[src/rtl/clock_meter_pkg.sv]
`default_nettype none
// ============================================================================
// Module   : clock_meter_pkg
// Purpose  : Shared types and default constants for the clock meter.
// Revision : 1.0 - initial release
// ============================================================================
package clock_meter_pkg;

  localparam int DEFAULT_WIDTH       = 16;
  localparam int DEFAULT_TIMEOUT     = 65535;
  localparam int DEFAULT_SYNC_STAGES = 2;

  // Measurement sequencer states
  typedef enum logic [1:0] {
    IDLE = 2'd0,
    SEEK = 2'd1,
    HIGH = 2'd2,
    LOW  = 2'd3
  } state_t;

endpackage
`default_nettype wire

[src/rtl/clock_meter_sync_edge.sv]
`default_nettype none
// ============================================================================
// Module   : sync_edge
// Purpose  : Multi-flop synchronizer for an asynchronous input followed by a
//            registered rise/fall detector. rise/fall and q are aligned and
//            appear STAGES+1 clocks after the input changes.
// Revision : 1.0 - initial release
// ============================================================================
module sync_edge #(
  parameter int STAGES = 2
) (
  input  logic clk,
  input  logic rst,
  input  logic d,
  output logic q,
  output logic rise,
  output logic fall
);

  logic [STAGES-1:0] sync;
  logic              prev;
  logic              rise_r;
  logic              fall_r;
  // Arming shift register: edges are suppressed until the chain holds real
  // input samples, so a reset-zeroed chain never reports a fake rise when
  // the input is already high.
  logic [STAGES:0]   arm;

  // Synchronizer chain, edge flop and registered edge strobes
  always_ff @(posedge clk or posedge rst) begin
    if (rst) begin
      sync   <= '0;
      prev   <= 1'b0;
      rise_r <= 1'b0;
      fall_r <= 1'b0;
      arm    <= '0;
    end else begin
      sync   <= {sync[STAGES-2:0], d};
      prev   <= sync[STAGES-1];
      arm    <= {arm[STAGES-1:0], 1'b1};
      rise_r <= arm[STAGES] &  sync[STAGES-1] & ~prev;
      fall_r <= arm[STAGES] & ~sync[STAGES-1] &  prev;
    end
  end

  assign q    = prev;
  assign rise = rise_r;
  assign fall = fall_r;

endmodule
`default_nettype wire

[src/rtl/clock_meter.sv]
`default_nettype none
// ============================================================================
// Module   : clock_meter
// Purpose  : Measures period and high time of an asynchronous square wave in
//            clk cycles, hands results out over valid/ready, and flags loss
//            of the measured clock and dropped measurements.
// Revision : 1.0 - initial release
// ============================================================================
module clock_meter
  import clock_meter_pkg::*;
#(
  parameter int WIDTH       = DEFAULT_WIDTH,
  parameter int TIMEOUT     = DEFAULT_TIMEOUT,
  parameter int SYNC_STAGES = DEFAULT_SYNC_STAGES
) (
  input  logic             clk,
  input  logic             rst,
  input  logic             enable,
  input  logic             sense_i,
  output logic [WIDTH-1:0] period_o,
  output logic [WIDTH-1:0] high_o,
  output logic             valid_o,
  input  logic             ready_i,
  output logic             lost_o,
  output logic             overrun_o,
  input  logic             clear_i
);

  localparam logic [WIDTH-1:0] CNT_MAX = '1;
  localparam logic [WIDTH-1:0] CNT_ONE = WIDTH'(1);
  localparam logic [WIDTH-1:0] TMO     = WIDTH'(TIMEOUT);

  state_t           state, state_n;
  logic [WIDTH-1:0] period_cnt, period_n;
  logic [WIDTH-1:0] high_cnt, high_n;
  logic             capture;
  logic             lost_set;
  logic             sense_q;
  logic             rise;
  logic             fall;

  // Counters stick at all-ones rather than wrapping
  function automatic logic [WIDTH-1:0] sat_inc(input logic [WIDTH-1:0] v);
    return (v == CNT_MAX) ? v : v + 1'b1;
  endfunction

  sync_edge #(
    .STAGES (SYNC_STAGES)
  ) u_sync_edge (
    .clk  (clk),
    .rst  (rst),
    .d    (sense_i),
    .q    (sense_q),
    .rise (rise),
    .fall (fall)
  );

  // State and counter registers
  always_ff @(posedge clk or posedge rst) begin
    if (rst) begin
      state      <= IDLE;
      period_cnt <= '0;
      high_cnt   <= '0;
    end else begin
      state      <= state_n;
      period_cnt <= period_n;
      high_cnt   <= high_n;
    end
  end

  // Next-state, counter update, capture and loss detection
  always_comb begin
    state_n  = state;
    period_n = period_cnt;
    high_n   = high_cnt;
    capture  = 1'b0;
    lost_set = 1'b0;
    if (!enable) begin
      state_n  = IDLE;
      period_n = '0;
      high_n   = '0;
    end else begin
      case (state)
        IDLE: begin
          state_n  = SEEK;
          period_n = '0;
          high_n   = '0;
        end
        SEEK: begin
          // period_cnt doubles as the wait counter; the partial first
          // period is never measured.
          if (rise) begin
            state_n  = HIGH;
            period_n = CNT_ONE;
            high_n   = CNT_ONE;
          end else if (period_cnt >= TMO - 1'b1) begin
            lost_set = 1'b1;
            period_n = '0;
          end else begin
            period_n = sat_inc(period_cnt);
          end
        end
        HIGH: begin
          if (period_cnt >= TMO) begin
            lost_set = 1'b1;
            state_n  = SEEK;
            period_n = '0;
            high_n   = '0;
          end else begin
            period_n = sat_inc(period_cnt);
            if (fall) begin
              state_n = LOW;
            end else if (sense_q) begin
              high_n = sat_inc(high_cnt);
            end
          end
        end
        LOW: begin
          if (period_cnt >= TMO) begin
            lost_set = 1'b1;
            state_n  = SEEK;
            period_n = '0;
            high_n   = '0;
          end else if (rise) begin
            capture  = 1'b1;
            state_n  = HIGH;
            period_n = CNT_ONE;
            high_n   = CNT_ONE;
          end else begin
            period_n = sat_inc(period_cnt);
          end
        end
        default: begin
          state_n  = IDLE;
          period_n = '0;
          high_n   = '0;
        end
      endcase
    end
  end

  // Result handshake and sticky status flags
  always_ff @(posedge clk or posedge rst) begin
    if (rst) begin
      period_o  <= '0;
      high_o    <= '0;
      valid_o   <= 1'b0;
      lost_o    <= 1'b0;
      overrun_o <= 1'b0;
    end else begin
      if (capture) begin
        period_o <= period_cnt;
        high_o   <= high_cnt;
        valid_o  <= 1'b1;
      end else if (valid_o && ready_i) begin
        valid_o <= 1'b0;
      end

      // A capture that coincides with a transfer is not an overrun
      if (capture && valid_o && !ready_i) begin
        overrun_o <= 1'b1;
      end else if (clear_i) begin
        overrun_o <= 1'b0;
      end

      if (lost_set) begin
        lost_o <= 1'b1;
      end else if (clear_i) begin
        lost_o <= 1'b0;
      end
    end
  end

endmodule
`default_nettype wire

[config.mk]
export PLATFORM = sky130hd
export DESIGN_NAME = clock_meter
export DESIGN_NICKNAME = d
export VERILOG_FILES = /design/src/rtl/clock_meter_pkg.sv /design/src/rtl/clock_meter_sync_edge.sv /design/src/rtl/clock_meter.sv
export SDC_FILE = /design/constraint.sdc
export NUM_CORES = 1
export LEC_CHECK = 0
export CELL_PAD_IN_SITES_DETAIL_PLACEMENT = 1
export CELL_PAD_IN_SITES_GLOBAL_PLACEMENT = 2
export CORE_MARGIN = 3
export CORE_UTILIZATION = 40
export DETAILED_ROUTE_END_ITERATION = 8
export GPL_TIMING_DRIVEN = 0
export HOLD_SLACK_MARGIN = 0.06
export PLACE_DENSITY_LB_ADDON = 0.12
export SLEW_MARGIN = 20
export SYNTH_ARGS = -nofsm -noshare
export SYNTH_HDL_FRONTEND = slang
export SYNTH_SLANG_ARGS = --single-unit
[constraint.sdc]
create_clock -name clk -period 7 [get_ports clk]
set_clock_uncertainty 0.05 [all_clocks]
set_input_delay 1.05 -clock clk [delete_from_list [all_inputs] [get_ports clk]]
set_output_delay 1.05 -clock clk [all_outputs]
set_load 0.02 [all_outputs]
### Yosys cells after proc, flatten, opt, wreduce, memory -nomap -nowiden

Index checks and enable logic that the tools add are counted.

* input port bits: 6
* output and inout bits: 35
* flip-flop bits (word level): 77
* word-level logic and storage cells: 78

* equality and inequality tests: 9
* bitwise logic cells: 6
* magnitude comparators: 2
* reduce and logical (&&, ||, !) cells: 10
* multiplexer cells: 36
* $add $sub $neg: 2

Operators with widths (count)
* 2-to-1 mux 16 bit: 14
* one-hot mux 16 bit (4 select lines): 2
* adder 16 x 1 -> 16 bit, second input constant: 2
* equality test 16 bit, second input constant: 2
* >= comparator 16 bit, second input constant: 2
* 2-to-1 mux 1 bit: 13
* 2-to-1 mux 2 bit: 5
* inequality test 4 x 3 -> 1 bit, second input constant: 2
* inequality test 4 bit, second input constant: 2
* one-hot mux 2 bit (4 select lines): 1
* nonzero test 2 bit: 3
* bitwise AND 1 bit: 4
* equality test 2 bit, second input constant: 2
* logical AND 1 bit: 3
* AND reduction 3 bit: 1
* equality test 2 x 1 -> 1 bit, second input constant: 1
* logical NOT 2 bit: 1
* NOT 1 bit: 2
* one-hot mux 1 bit (2 select lines): 1
* OR reduction 2 bit: 1
* logical NOT 1 bit: 1

### Longest topological paths before layout

Gate-level depths: netlist of run 1.

* word-level depth: 7
* depth in mapped cells: 8
* mapped depth without buffers: 8

### Hierarchy

A second synthesis of run 1 with hierarchy kept.

* cell total of the unflattened synthesis: 323
* area, all modules: 3603.5 um2

By module, submodules not included
* clock_meter: times used 1, area an instance 3378.2 um2, sequential area each 1726.7 um2, cells an instance 311
* sync_edge: times used 1, area an instance 225.2 um2, sequential area each 200.2 um2, cells an instance 12

### Least setup slack after synthesis of run 1

OpenSTA, ideal clock, no wires.

* kind: input -> register
* start: input port enable
* end: register high_cnt[13]
* required time: 6.881 ns
* arrival: 2.300 ns
* library setup time: 0.069 ns
* setup slack: 4.581 ns
* stages on the path: 6
* buffers on the path: 1
* cells stage by stage: clkbuf_1 -> inv_1 -> nor3_1 -> nand2_1 -> or4_1 -> nand3_1

* longest elaborated chain between the ends: 2
* elaborated cells between the ends (all ways): 5
* classes of those cells: eq/ne (3); mux (1); reduce/logical (1)

Ends and longest elaborated chain
* from (decl): line clock_meter.sv:18 `input logic enable,`
* inequality test 4 x 3 -> 1 bit (no source line) or inequality test 4 bit (tied branches)
* AND reduction 3 bit (no source line)
* to (signal assigned): line clock_meter.sv:67 `high_cnt <= high_n;`
* to (decl): line clock_meter.sv:35 `logic [WIDTH-1:0] high_cnt, high_n;`

Several ways; a longest one is shown, not always the timed one.
A chain may end at the register's enable or synchronous reset.

### Worst setup path after layout of run 1

Ends and elaborated chain as after synthesis.

==> results of run 1 <==
-- cells by family (layout without fill, tap and decap cells) --
group / count (synthesis) / in the layout / synth area share
AO/OA/AOI/OAI: 59 / 59 / 0.111
XOR/XNOR: 11 / 11 / 0.0261
other: 1 / 1 / 0.00101
flip-flops: 77 / 77 / 0.521
AND/OR/NAND/NOR: 123 / 123 / 0.187
adder cells (fa/ha/maj): 4 / 4 / 0.0135
buffers and inverters: 24 / 80 / 0.0366
multiplexers: 34 / 34 / 0.103
-- final timing paths --
path / from / to / cells after the start
hold / removal: u_sync_edge.arm[0] / u_sync_edge.arm[1] / 0
min in group asynchronous: rst / high_o[15] / 2
setup / recovery: enable / high_cnt[13] / 6
setup reg to reg: period_cnt[0] / high_cnt[4] / 7
hold reg to reg: u_sync_edge.arm[0] / u_sync_edge.arm[1] / 0
max in group asynchronous: rst / high_o[9] / 3
-- routing by layer --
metal  track usage  vias up  routed length, um
li1              -     1331                  -
met1         0.247     1430               4100
met2         0.324       45               4620
met3        0.0382       13                252
met4        0.0585        0                185
met5             0        -                  0
-- power by group through the flow --
stage / clock [mW] / combinational, mW / sequential, mW
floorplan: 0 / 0.0276 / 0.460
global placement: 0 / 0.0401 / 0.461
detailed placement: 0 / 0.0427 / 0.461
CTS: 0.328 / 0.0427 / 0.452
global route: 0.350 / 0.0476 / 0.453
finish: 0.318 / 0.0416 / 0.452
-- state kept, by name, indices dropped and copies added, names as in the netlist --
register / flops
valid_o: 1
overrun_o: 1
u_sync_edge.fall: 1
period_o: 16
high_o: 16
lost_o: 1
period_cnt: 16
u_sync_edge.q: 1
u_sync_edge.arm: 3
u_sync_edge.rise: 1
state: 2
high_cnt: 16
u_sync_edge.sync: 2
-- layout make-up --
class / instances / share of cell area
buffer: 15 / 0.0229
clock buffer: 9 / 0.0280
clock inverter: 7 / 0.0127
inverter: 9 / 0.00820
multi-input combinational: 232 / 0.369
sequential: 77 / 0.436
tap: 108 / 0.0305
timing repair buffer: 40 / 0.0928
-- metrics by stage --
step / worst slack [ns] / util / power, mW
floorplan: 3.93 / - / 0.487
global placement: 2.61 / 0.477 / 0.501
detailed placement: 4.10 / 0.480 / 0.504
CTS: 4.45 / 0.500 / 0.823
global route: 4.30 / 0.500 / 0.851
finish: 4.47 / 0.500 / 0.811
-- critical path: stages --
cell      delay, ns
clkbuf_1       0.36
inv_1          0.24
nor3_1         0.24
nand2_1        0.23
or4_1          0.54
nand3_1        0.10
-- placed cells by master, fill, tap and decap left out, drive strengths merged, types with 7 or more instances in the layout --
| cell type | synthesis | final |
|---|---|---|
| nor3 | 13 | 13 |
| dfrtp | 77 | 77 |
| nand3 | 16 | 16 |
| buf | 10 | 11 |
| clkdlybuf4s50 | 0 | 39 |
| nand2 | 22 | 22 |
| o22ai | 7 | 7 |
| nand4 | 16 | 16 |
| clkbuf | 5 | 14 |
| inv | 9 | 12 |
| mux2 | 32 | 32 |
| a21oi | 13 | 13 |
| o21ai | 10 | 10 |
| nor2 | 25 | 25 |
==> summary.txt, run 1 <==
Run status
  • Status: finished clean

Logic synthesis
  • Count leader, synth: dfrtp_1
  • Yosys top cell area share: 0.521
  • Ys Warns: 0
  • Top FF cell, synth: dfrtp_1
  • Post-Syn Area: 3700 um2
  • Synth Register Bits: 77
  • Syn_nets: 343
  • Top cells by area, synth: dfrtp_1 (52%), mux2_2 (8.5%), nor2_1 (2.5%)
  • Synthesized area per cell: 11.1 um2
  • Post-synth top cells: dfrtp_1 (77), mux2_2 (28), nor2_1 (25)
  • Seq/Total Area, Yosys: 0.521
  • Number of unique standard cell types used by synthesis: 58
  • Synth area leader: dfrtp_1
  • Fraction of registers with async set/reset: 1.00
  • Post-Synthesis Cells: 333
  • Post-synth EDFFs: 0

Clock network
  • # hold bufs at CTS: 0
  • CTS buffer count: 9
  • Reg clk slew, reported paths: 0.09 ns
  • CTS tree: built
  • Skew-Pair Late Insertion Delay: 0.36 ns
  • Post-CTS sizing: 0
  • Clock sink count: 77
  • CTS HTree Levels: 3
  • Clock Tree Buf Depth: 2
  • Postcts setup bufs: 0
  • Clock root cell: clkbuf_8

Setup path
  • Critical Path Source Type: input port
  • CP arrival: 2.77 ns
  • R2r setup slk: 4.48 ns
  • CP Max Fanout: 9
  • Crit. End Element: register
  • WP data required: 7.24 ns
  • Setup CP Type: in -> reg

Timing
  • Setup violators final: 0
  • Final Max Slew Viols: 0
  • Final Hold Fails: 0
  • RSZ-0062 raised after global routing: no
  • Worst hold margin: 0.311 ns
  • Slew margin rel.: 0.369
  • Fin Setup TNS: 0 ns
  • Period utilization: 0.361
  • Crit path time final: 2.53 ns
  • Fmax: 395 MHz
  • Slew @ Worst Pin: 0.939 ns

Hold path
  • Worst Hold Class: reg -> reg

Cells and area
  • Filler cells: 967
  • Diodes inserted: 0
  • Nets@finish: 394
  • Sequential Area: 1930 um2
  • Non-filler cells, final: 497
  • Layout area overhead: 19.7%
  • Footprint of the multi-input gates: 1630 um2
  • Final Instance Area: 4420 um2
  • Share of layout cells above drive strength 1: 0.180

Power and ir drop
  • Clock group share of total power: 0.392
  • Seq pwr share: 0.557
  • Combinational Power Share: 0.051
  • Sw frac: 0.267
  • Cell Pwr Density: 183 nW/um2
  • Maximum vdd ir drop: 85.4 uV
  • Internal power: 0.594 mW
  • NetSw: 0.217 mW
  • LEAKAGE: 1.90 nW

GRT
  • Congestion Overflow GR: 0
  • Total GRT Usage: 0.191
  • Antenna violations before repair: 0
  • Largest net degree at the start of global routing: 42
  • First-pass GRT wire length: 15500 um
  • Number of global-route vias before repair: 3006

Route
  • Via count: 2819
  • First-pass detailed-route iteration total: 4
  • DRC violations left: 0
  • WL final: 9150 um
  • DRT iter0 DRCs: 104
  • Drt wl/cell: 18.4 um
  • Vias per cell: 5.67
  • Antenna Nets Post-Route: 0

Floorplanning
  • Die ar.: 10400 um2
  • I/O pin cnt: 41
  • Starting Density: 0.418
  • Core Box Area: 8850 um2
  • Chip Height: 102 um
  • Rows: 34
  • Die Wd: 102 um

Placed design
  • Dpl hpwl: 6460 um
  • Placed cell area: 4240 um2
  • PortBufs: 39
  • GPL Wtd Cong: 0.814
  • Placed Cells incl. Taps: 481

Job
  • MaxCap Viol Count: 0
(Power assumes the default switching activity.)
==> run 2, diff against run 1 <==
Settings changed: CORE_UTILIZATION 40 to 33.
Clock period 7 ns to 2.2 ns, I/O delays scaled along.
==> run 2 against run 1 <==
  * Die area is 20% higher
  * Via count grew 1.2%
  * Critical path type is now reg -> reg
  * Cell count rose by 8.0%
  * Clock power rose to 3.3 times the previous value
  * Sequential power rose to 3.2 times the previous value
  * Largest power group unchanged
  * Register-to-register slack got worse by 4.4 ns
  * Clock-buffer cell count increased by 7
  * Global-route usage fell by 2.7 points
  * Worst hold slack lost 0.0069 ns
==> summary.txt, run 2 (synthesis results as in run 1) <==
Clock network
  • Clock sink count: 77 (unchanged)
  • Clock Tree Buf Depth: 2 (unchanged)
  • # hold bufs at CTS: 0 (unchanged)
  • CTS HTree Levels: 3 (unchanged)
  • Skew-Pair Late Insertion Delay: 0.36 ns (about the same)
  • Clock root cell: clkbuf_8 (unchanged)
  • CTS buffer count: 9 (unchanged)
  • Reg clk slew, reported paths: 0.08 ns (was 0.09 ns)
  • CTS tree: built (unchanged)

Route
  • WL final: 9530 um (was 9150 um)
  • Vias per cell: 5.31 (was 5.67)
  • DRC violations left: 0 (unchanged)
  • DRT iter0 DRCs: 113 (was 104)
  • Via count: 2854 (was 2819)
  • First-pass detailed-route iteration total: 4 (unchanged)
  • Antenna Nets Post-Route: 0 (unchanged)
  • Drt wl/cell: 17.8 um (was 18.4 um)

Cells and area
  • Filler cells: 1188 (was 967)
  • Layout area overhead: 26.7% (was 19.7%)
  • Fin util: 0.430 (was 0.500)
  • Final Instance Area: 4680 um2 (was 4420 um2)
  • Most common cell after layout, fill and taps aside: dfrtp_1 (unchanged)
  • Share of layout cells above drive strength 1: 0.242 (was 0.180)
  • Nets@finish: 402 (was 394)
  • Diodes inserted: 0 (unchanged)
  • Most frequent cells in the layout: dfrtp_1 (68), clkdlybuf4s50_1 (39), mux2_2 (28), nor2_1 (24), nand2_1 (22) (was dfrtp_1 (77), clkdlybuf4s50_1 (39), mux2_2 (28), nor2_1 (25), nand2_1 (22))

Setup path
  • Slowest stage cell, crit path: or4_4 (was or4_1)
  • Crit. End Element: register (unchanged)
  • Setup CP Type: reg -> reg (was in -> reg)
  • WP data required: 2.40 ns (was 7.24 ns)
  • Buf/Inv on CP: 2 (unchanged)
  • Critical Path Source Type: register (was input port)
  • Most frequent CP cell: buf_6
  • CP Cell Sequence: ha_4 > nand3_4 > or4_4 > and2_1 > buf_6 > buf_6 > a21oi_1 > mux2i_1 (was clkbuf_1 > inv_1 > nor3_1 > nand2_1 > or4_1 > nand3_1)
  • Slowest stage delay, CP: 0.57 ns (was 0.54 ns)
  • CP Max Fanout: 10 (was 9)
  • CP arrival: 2.31 ns (was 2.77 ns)
  • CP delay by family, top: simple AND/OR/NAND/NOR gates (unchanged)

Floorplanning
  • Core Box Area: 10900 um2 (was 8850 um2)
  • I/O pin cnt: 41 (unchanged)
  • Rows: 38 (was 34)
  • Die Wd: 112 um (was 102 um)
  • Die ar.: 12500 um2 (was 10400 um2)
  • Starting Density: 0.339 (was 0.418)
  • Chip Height: 112 um (was 102 um)

Timing
  • Setup violators final: 0 (unchanged)
  • Crit path time final: 2.12 ns
  • Final Hold Fails: 0 (unchanged)
  • Worst hold margin: 0.304 ns (was 0.311 ns)
  • RSZ-0062 raised after global routing: yes (was no)
  • Final Max Slew Viols: 0 (unchanged)
  • Slew @ Worst Pin: 0.721 ns (was 0.939 ns)
  • Slew margin rel.: 0.515 (was 0.369)
  • Period utilization: 0.962
  • Final WS setup: 0.0841 ns (was 4.47 ns)
  • Fmax: 473 MHz

GRT
  • First-pass GRT wire length: 16200 um (was 15500 um)
  • Congestion Overflow GR: 0 (unchanged)
  • Total GRT Usage: 0.164 (was 0.191)
  • Antenna violations before repair: 0 (unchanged)
  • Largest net degree at the start of global routing: 28 (was 42)
  • Number of global-route vias before repair: 3067 (was 3006)

Placed design
  • GPL Wtd Cong: 0.789 (was 0.814)
  • Place WS: -0.337 ns (was 4.10 ns)
  • PortBufs: 39 (unchanged)
  • Dpl hpwl: 6740 um (was 6460 um)
  • Placed cell area: 4310 um2 (was 4240 um2)

Power and ir drop
  • LEAKAGE: 1.97 nW (was 1.90 nW)
  • Tot Pwr: 2.64 mW (was 0.811 mW)
  • Cell Pwr Density: 563 nW/um2 (was 183 nW/um2)
  • Maximum vdd ir drop: 298 uV (was 85.4 uV)

Hold path
  • Worst Hold Class: reg -> reg (unchanged)

Run status
  • Status: finished clean (unchanged)

Job
  • MaxCap Viol Count: 0 (unchanged)
## run 2: cell count changes in the layout (fill, tap and decap cells not counted), moves of 4 or more
cell | previous run | this run
dfrtp_2 | 0 | 9
buf_4 | 3 | 7
dfrtp_1 | 77 | 68
buf_6 | 4 | 8
clkbuf_8 | 9 | 13
## run 2: final cells by class
type | count | area (um2) | share of cell area
timing repair buffer | 48 | 483 | 0.103
clock buffer | 16 | 190 | 0.0406
multi-input combinational | 232 | 1740 | 0.372
buffer | 15 | 120 | 0.0256
tap | 140 | 175 | 0.0374
inverter | 9 | 37.5 | 0.00801
sequential | 77 | 1940 | 0.414
## run 2: stage by stage
step           setup TNS [ns]  std cells
6_report                    0        537
5_1_grt               -0.0459        537
4_1_cts                     0        534
3_5_place_dp           -13.86        514
3_3_place_gp           -20.30        512
2_1_floorplan               0        333
## run 2: worst paths after layout
path | start | end | slack [ns] | cells past startpoint
max | period_cnt[0] | high_cnt[3] | 0.08 | 8
max reg2reg | period_cnt[0] | high_cnt[3] | 0.08 | 8
min reg2reg | u_sync_edge.arm[0] | u_sync_edge.arm[1] | 0.30 | 0
min | u_sync_edge.arm[0] | u_sync_edge.arm[1] | 0.30 | 0
max in group asynchronous | rst | period_cnt[11] | 1.00 | 4
min in group asynchronous | rst | period_cnt[0] | 0.35 | 2
## run 2: routing by layer
metal / share of wire / global-route usage
met1: 0.47 / 0.209
met2: 0.48 / 0.264
met3: 0.031 / 0.0424
met4: 0.023 / 0.0681
met5: 0 / 0
## run 2: repair_timing
item | in CTS | in global routing
setup endpoints to repair | 62 | 47
gates resized for setup | 17 | 19
pin swaps | 2 | 1
setup buffers | 4 | 3
gates cloned | 0 | 0
## run 2: where the power goes
| group | switching [mW] | internal, mW |
|---|---|---|
| sequential | 0.0117 | 1.43 |
| clock | 0.512 | 0.536 |
| combinational | 0.0969 | 0.0527 |
| total | 0.620 | 2.02 |
==> run 3, diff against run 2 <==
Settings changed: RECOVER_POWER set to 50, SYNTH_HIERARCHICAL set to 1.
==> run 3 against run 2 <==
  * Cell count grew 3.9%
  * Maximum frequency shrank 3.3%
  * Sequential power barely moved
  * Clock power up 16%
  * Final area grew 7.1%
  * Worst hold slack got worse by 0.0020 ns
  * Sequential cell count did not move
  * Setup slack worse by 0.072 ns
  * Synthesized cell count down 3.0%
  * Highest routed layer unchanged
  * Critical path type unchanged
  * Critical path depth fell by 2
  * Die area decreased by 2.4%
==> summary.txt, run 3 <==
Run status
  • Status: finished clean (unchanged)

Logic synthesis
  • Synthesized area per cell: 11.2 um2 (was 11.1 um2)
  • Top cells by area, synth: dfrtp_1 (53%), mux2_2 (9.7%), nor2_1 (2.6%) (was dfrtp_1 (52%), mux2_2 (8.5%), nor2_1 (2.5%))
  • Post-synth EDFFs: 0 (unchanged)
  • Count leader, synth: dfrtp_1 (unchanged)
  • Top FF cell, synth: dfrtp_1 (unchanged)
  • Number of unique standard cell types used by synthesis: 49 (was 58)
  • Yosys top cell area share: 0.535 (was 0.521)
  • Post-synth top cells: dfrtp_1 (77), mux2_2 (31), nor2_1 (25) (was dfrtp_1 (77), mux2_2 (28), nor2_1 (25))
  • Syn_nets: 333 (was 343)
  • Synth Register Bits: 77 (unchanged)
  • Ys Warns: 6 (was 0)
  • Seq/Total Area, Yosys: 0.535 (was 0.521)
  • Post-Syn Area: 3600 um2 (was 3700 um2)
  • Post-Synthesis Cells: 323 (was 333)
  • Fraction of registers with async set/reset: 1.00 (unchanged)
  • Synth area leader: dfrtp_1 (unchanged)

Setup path
  • Worst r2r src: period_cnt[10] (was period_cnt[0])
  • WP data required: 2.40 ns (about the same)
  • CP Max Fanout: 10 (unchanged)
  • Critical Path Source Type: register (unchanged)
  • Setup CP Type: reg -> reg (unchanged)
  • Crit. End Element: register (unchanged)
  • Critical path launch point: period_cnt[10] (was period_cnt[0])
  • CP arrival: 2.38 ns (was 2.31 ns)

Clock network
  • Clock sink count: 77 (unchanged)
  • # hold bufs at CTS: 0 (unchanged)
  • CTS HTree Levels: 3 (unchanged)
  • Clock root cell: clkbuf_8 (unchanged)
  • Reg clk slew, reported paths: 0.08 ns (about the same)
  • Skew-Pair Late Insertion Delay: 0.36 ns (about the same)
  • Clock Tree Buf Depth: 2 (unchanged)
  • CTS tree: built (unchanged)
  • CTS buffer count: 9 (unchanged)

Route
  • Antenna Nets Post-Route: 0 (unchanged)
  • DRC violations left: 0 (unchanged)
  • WL final: 9410 um (was 9530 um)
  • Vias per cell: 5.20 (was 5.31)
  • Via count: 2904 (was 2854)
  • DRT iter0 DRCs: 100 (was 113)
  • First-pass detailed-route iteration total: 4 (unchanged)
  • Drt wl/cell: 16.9 um (was 17.8 um)

Timing
  • Worst hold margin: 0.302 ns (was 0.304 ns)
  • Final Max Slew Viols: 0 (unchanged)
  • Final Hold Fails: 0 (unchanged)
  • Slew margin rel.: 0.119 (was 0.515)
  • Crit path time final: 2.19 ns (was 2.12 ns)
  • Setup violators final: 0 (unchanged)
  • Final WS setup: 0.0123 ns (was 0.0841 ns)
  • RSZ-0062 raised after global routing: yes (unchanged)
  • Period utilization: 0.994 (was 0.962)
  • Fmax: 457 MHz (was 473 MHz)
  • Slew @ Worst Pin: 1.31 ns (was 0.721 ns)
  • Fin Setup TNS: 0 ns (unchanged)

Cells and area
  • Most frequent cells in the layout: dfrtp_1 (71), buf_4 (38), clkdlybuf4s50_1 (38), mux2_2 (30) (was dfrtp_1 (68), clkdlybuf4s50_1 (39), mux2_2 (28), nor2_1 (24), nand2_1 (22))
  • Most common cell after layout, fill and taps aside: dfrtp_1 (unchanged)
  • Non-filler cells, final: 558 (was 537)
  • Footprint of the multi-input gates: 1750 um2 (was 1740 um2)
  • Nets@finish: 427 (was 402)
  • Final Instance Area: 5020 um2 (was 4680 um2)
  • Share of layout cells above drive strength 1: 0.334 (was 0.242)
  • Layout area overhead: 39.2% (was 26.7%)
  • Sequential Area: 1930 um2 (was 1940 um2)
  • Filler cells: 1139 (was 1188)
  • Diodes inserted: 0 (unchanged)

Floorplanning
  • Starting Density: 0.344 (was 0.339)
  • Chip Height: 110 um (was 112 um)
  • Rows: 37 (was 38)
  • Core Box Area: 10500 um2 (was 10900 um2)
  • I/O pin cnt: 41 (unchanged)
  • Die ar.: 12200 um2 (was 12500 um2)
  • Die Wd: 110 um (was 112 um)

Placed design
  • PortBufs: 40 (was 39)
  • Place WS: -0.567 ns (was -0.337 ns)
  • Placed Cells incl. Taps: 500 (was 514)
  • GPL Wtd Cong: 0.780 (was 0.789)
  • Placed cell area: 4220 um2 (was 4310 um2)
  • Dpl hpwl: 5970 um (was 6740 um)

GRT
  • Total GRT Usage: 0.154 (was 0.164)
  • Antenna violations before repair: 0 (unchanged)
  • Number of global-route vias before repair: 2971 (was 3067)
  • Congestion Overflow GR: 0 (unchanged)
  • Largest net degree at the start of global routing: 45 (was 28)
  • First-pass GRT wire length: 15300 um (was 16200 um)

Power and ir drop
  • Maximum vdd ir drop: 262 uV (was 298 uV)
  • LEAKAGE: 2.15 nW (was 1.97 nW)
  • Cell Pwr Density: 564 nW/um2 (was 563 nW/um2)

Hold path
  • Worst Hold Launch: u_sync_edge/arm[1] (was u_sync_edge.arm[0])
  • Worst Hold Class: reg -> reg (unchanged)

Job
  • MaxCap Viol Count: 0 (unchanged)
-- run 3: layer usage --
layer	vias up	wire length [um]	track usage	part of all wire
li1	1384	-	-	-
met1	1452	4640	0.216	0.49
met2	56	4260	0.237	0.45
met3	12	322	0.0236	0.034
met4	0	176	0.0665	0.019
met5	-	0	0	0
-- run 3: power by group --
group	internal, mW	switching [mW]	total [mW]
sequential	1.43	0.0123	1.44
combinational	0.0662	0.105	0.172
clock	0.698	0.522	1.22
total	2.19	0.640	2.83
-- run 3: cells by family (layout without fill, tap and decap cells) --
family	Yosys count	count (layout)	synth area share
other	1	1	0.00104
buffers and inverters	26	125	0.0340
DFF	77	77	0.535
AOI/OAI and AO/OA	56	56	0.113
muxes	32	32	0.100
xor gates and xnor gates	13	13	0.0316
and+or+nand+nor	114	114	0.172
adders and majority gates	4	4	0.0139
-- run 3: worst paths after layout --
kind / end / slack, ns / cells past startpoint
min in group asynchronous: u_sync_edge/sync[0] / 0.34 / 2
max in group asynchronous: period_cnt[4] / 0.65 / 3
worst max-delay path: high_cnt[1] / 0.01 / 6
worst min-delay path: u_sync_edge/arm[2] / 0.30 / 0
worst max register to register: high_cnt[1] / 0.01 / 6
worst min register to register: u_sync_edge/arm[2] / 0.30 / 0
-- run 3: repair_timing --
action / 4_1_cts / 5_1_grt
gates resized for setup: 31 / 44
buffers inserted: 24 / 17
pin swaps: 5 / 11
endpoints found under the hold margin: 0 / 0
setup endpoints to repair: 62 / 58
gates cloned: 0 / 1
-- run 3: worst max-delay path, stage by stage (launching register included) --
cell and delay [ns]:
dfrtp_1 0.37, nand4_1 0.26, or4_4 0.59, buf_6 0.16
and2_4 0.16, a22o_4 0.25, a22o_1 0.23
-- run 3: final cells by class --
class	instances	area share
Clock inverter	4	0.0140
Inverter	12	0.00973
Clock buffer	12	0.0309
Timing Repair Buffer	83	0.152
Sequential cell	77	0.386
Tap cell	136	0.0339
Multi-Input combinational cell	220	0.348
Buffer	14	0.0254
-- run 3: per-stage QoR --
step / utilization / total power [mW]
final: 0.480 / 2.83
after global routing: 0.480 / 2.95
after CTS: 0.452 / 2.85
after detailed placement: 0.403 / 1.60
after global placement: 0.401 / 1.59
after floorplan: - / 1.54
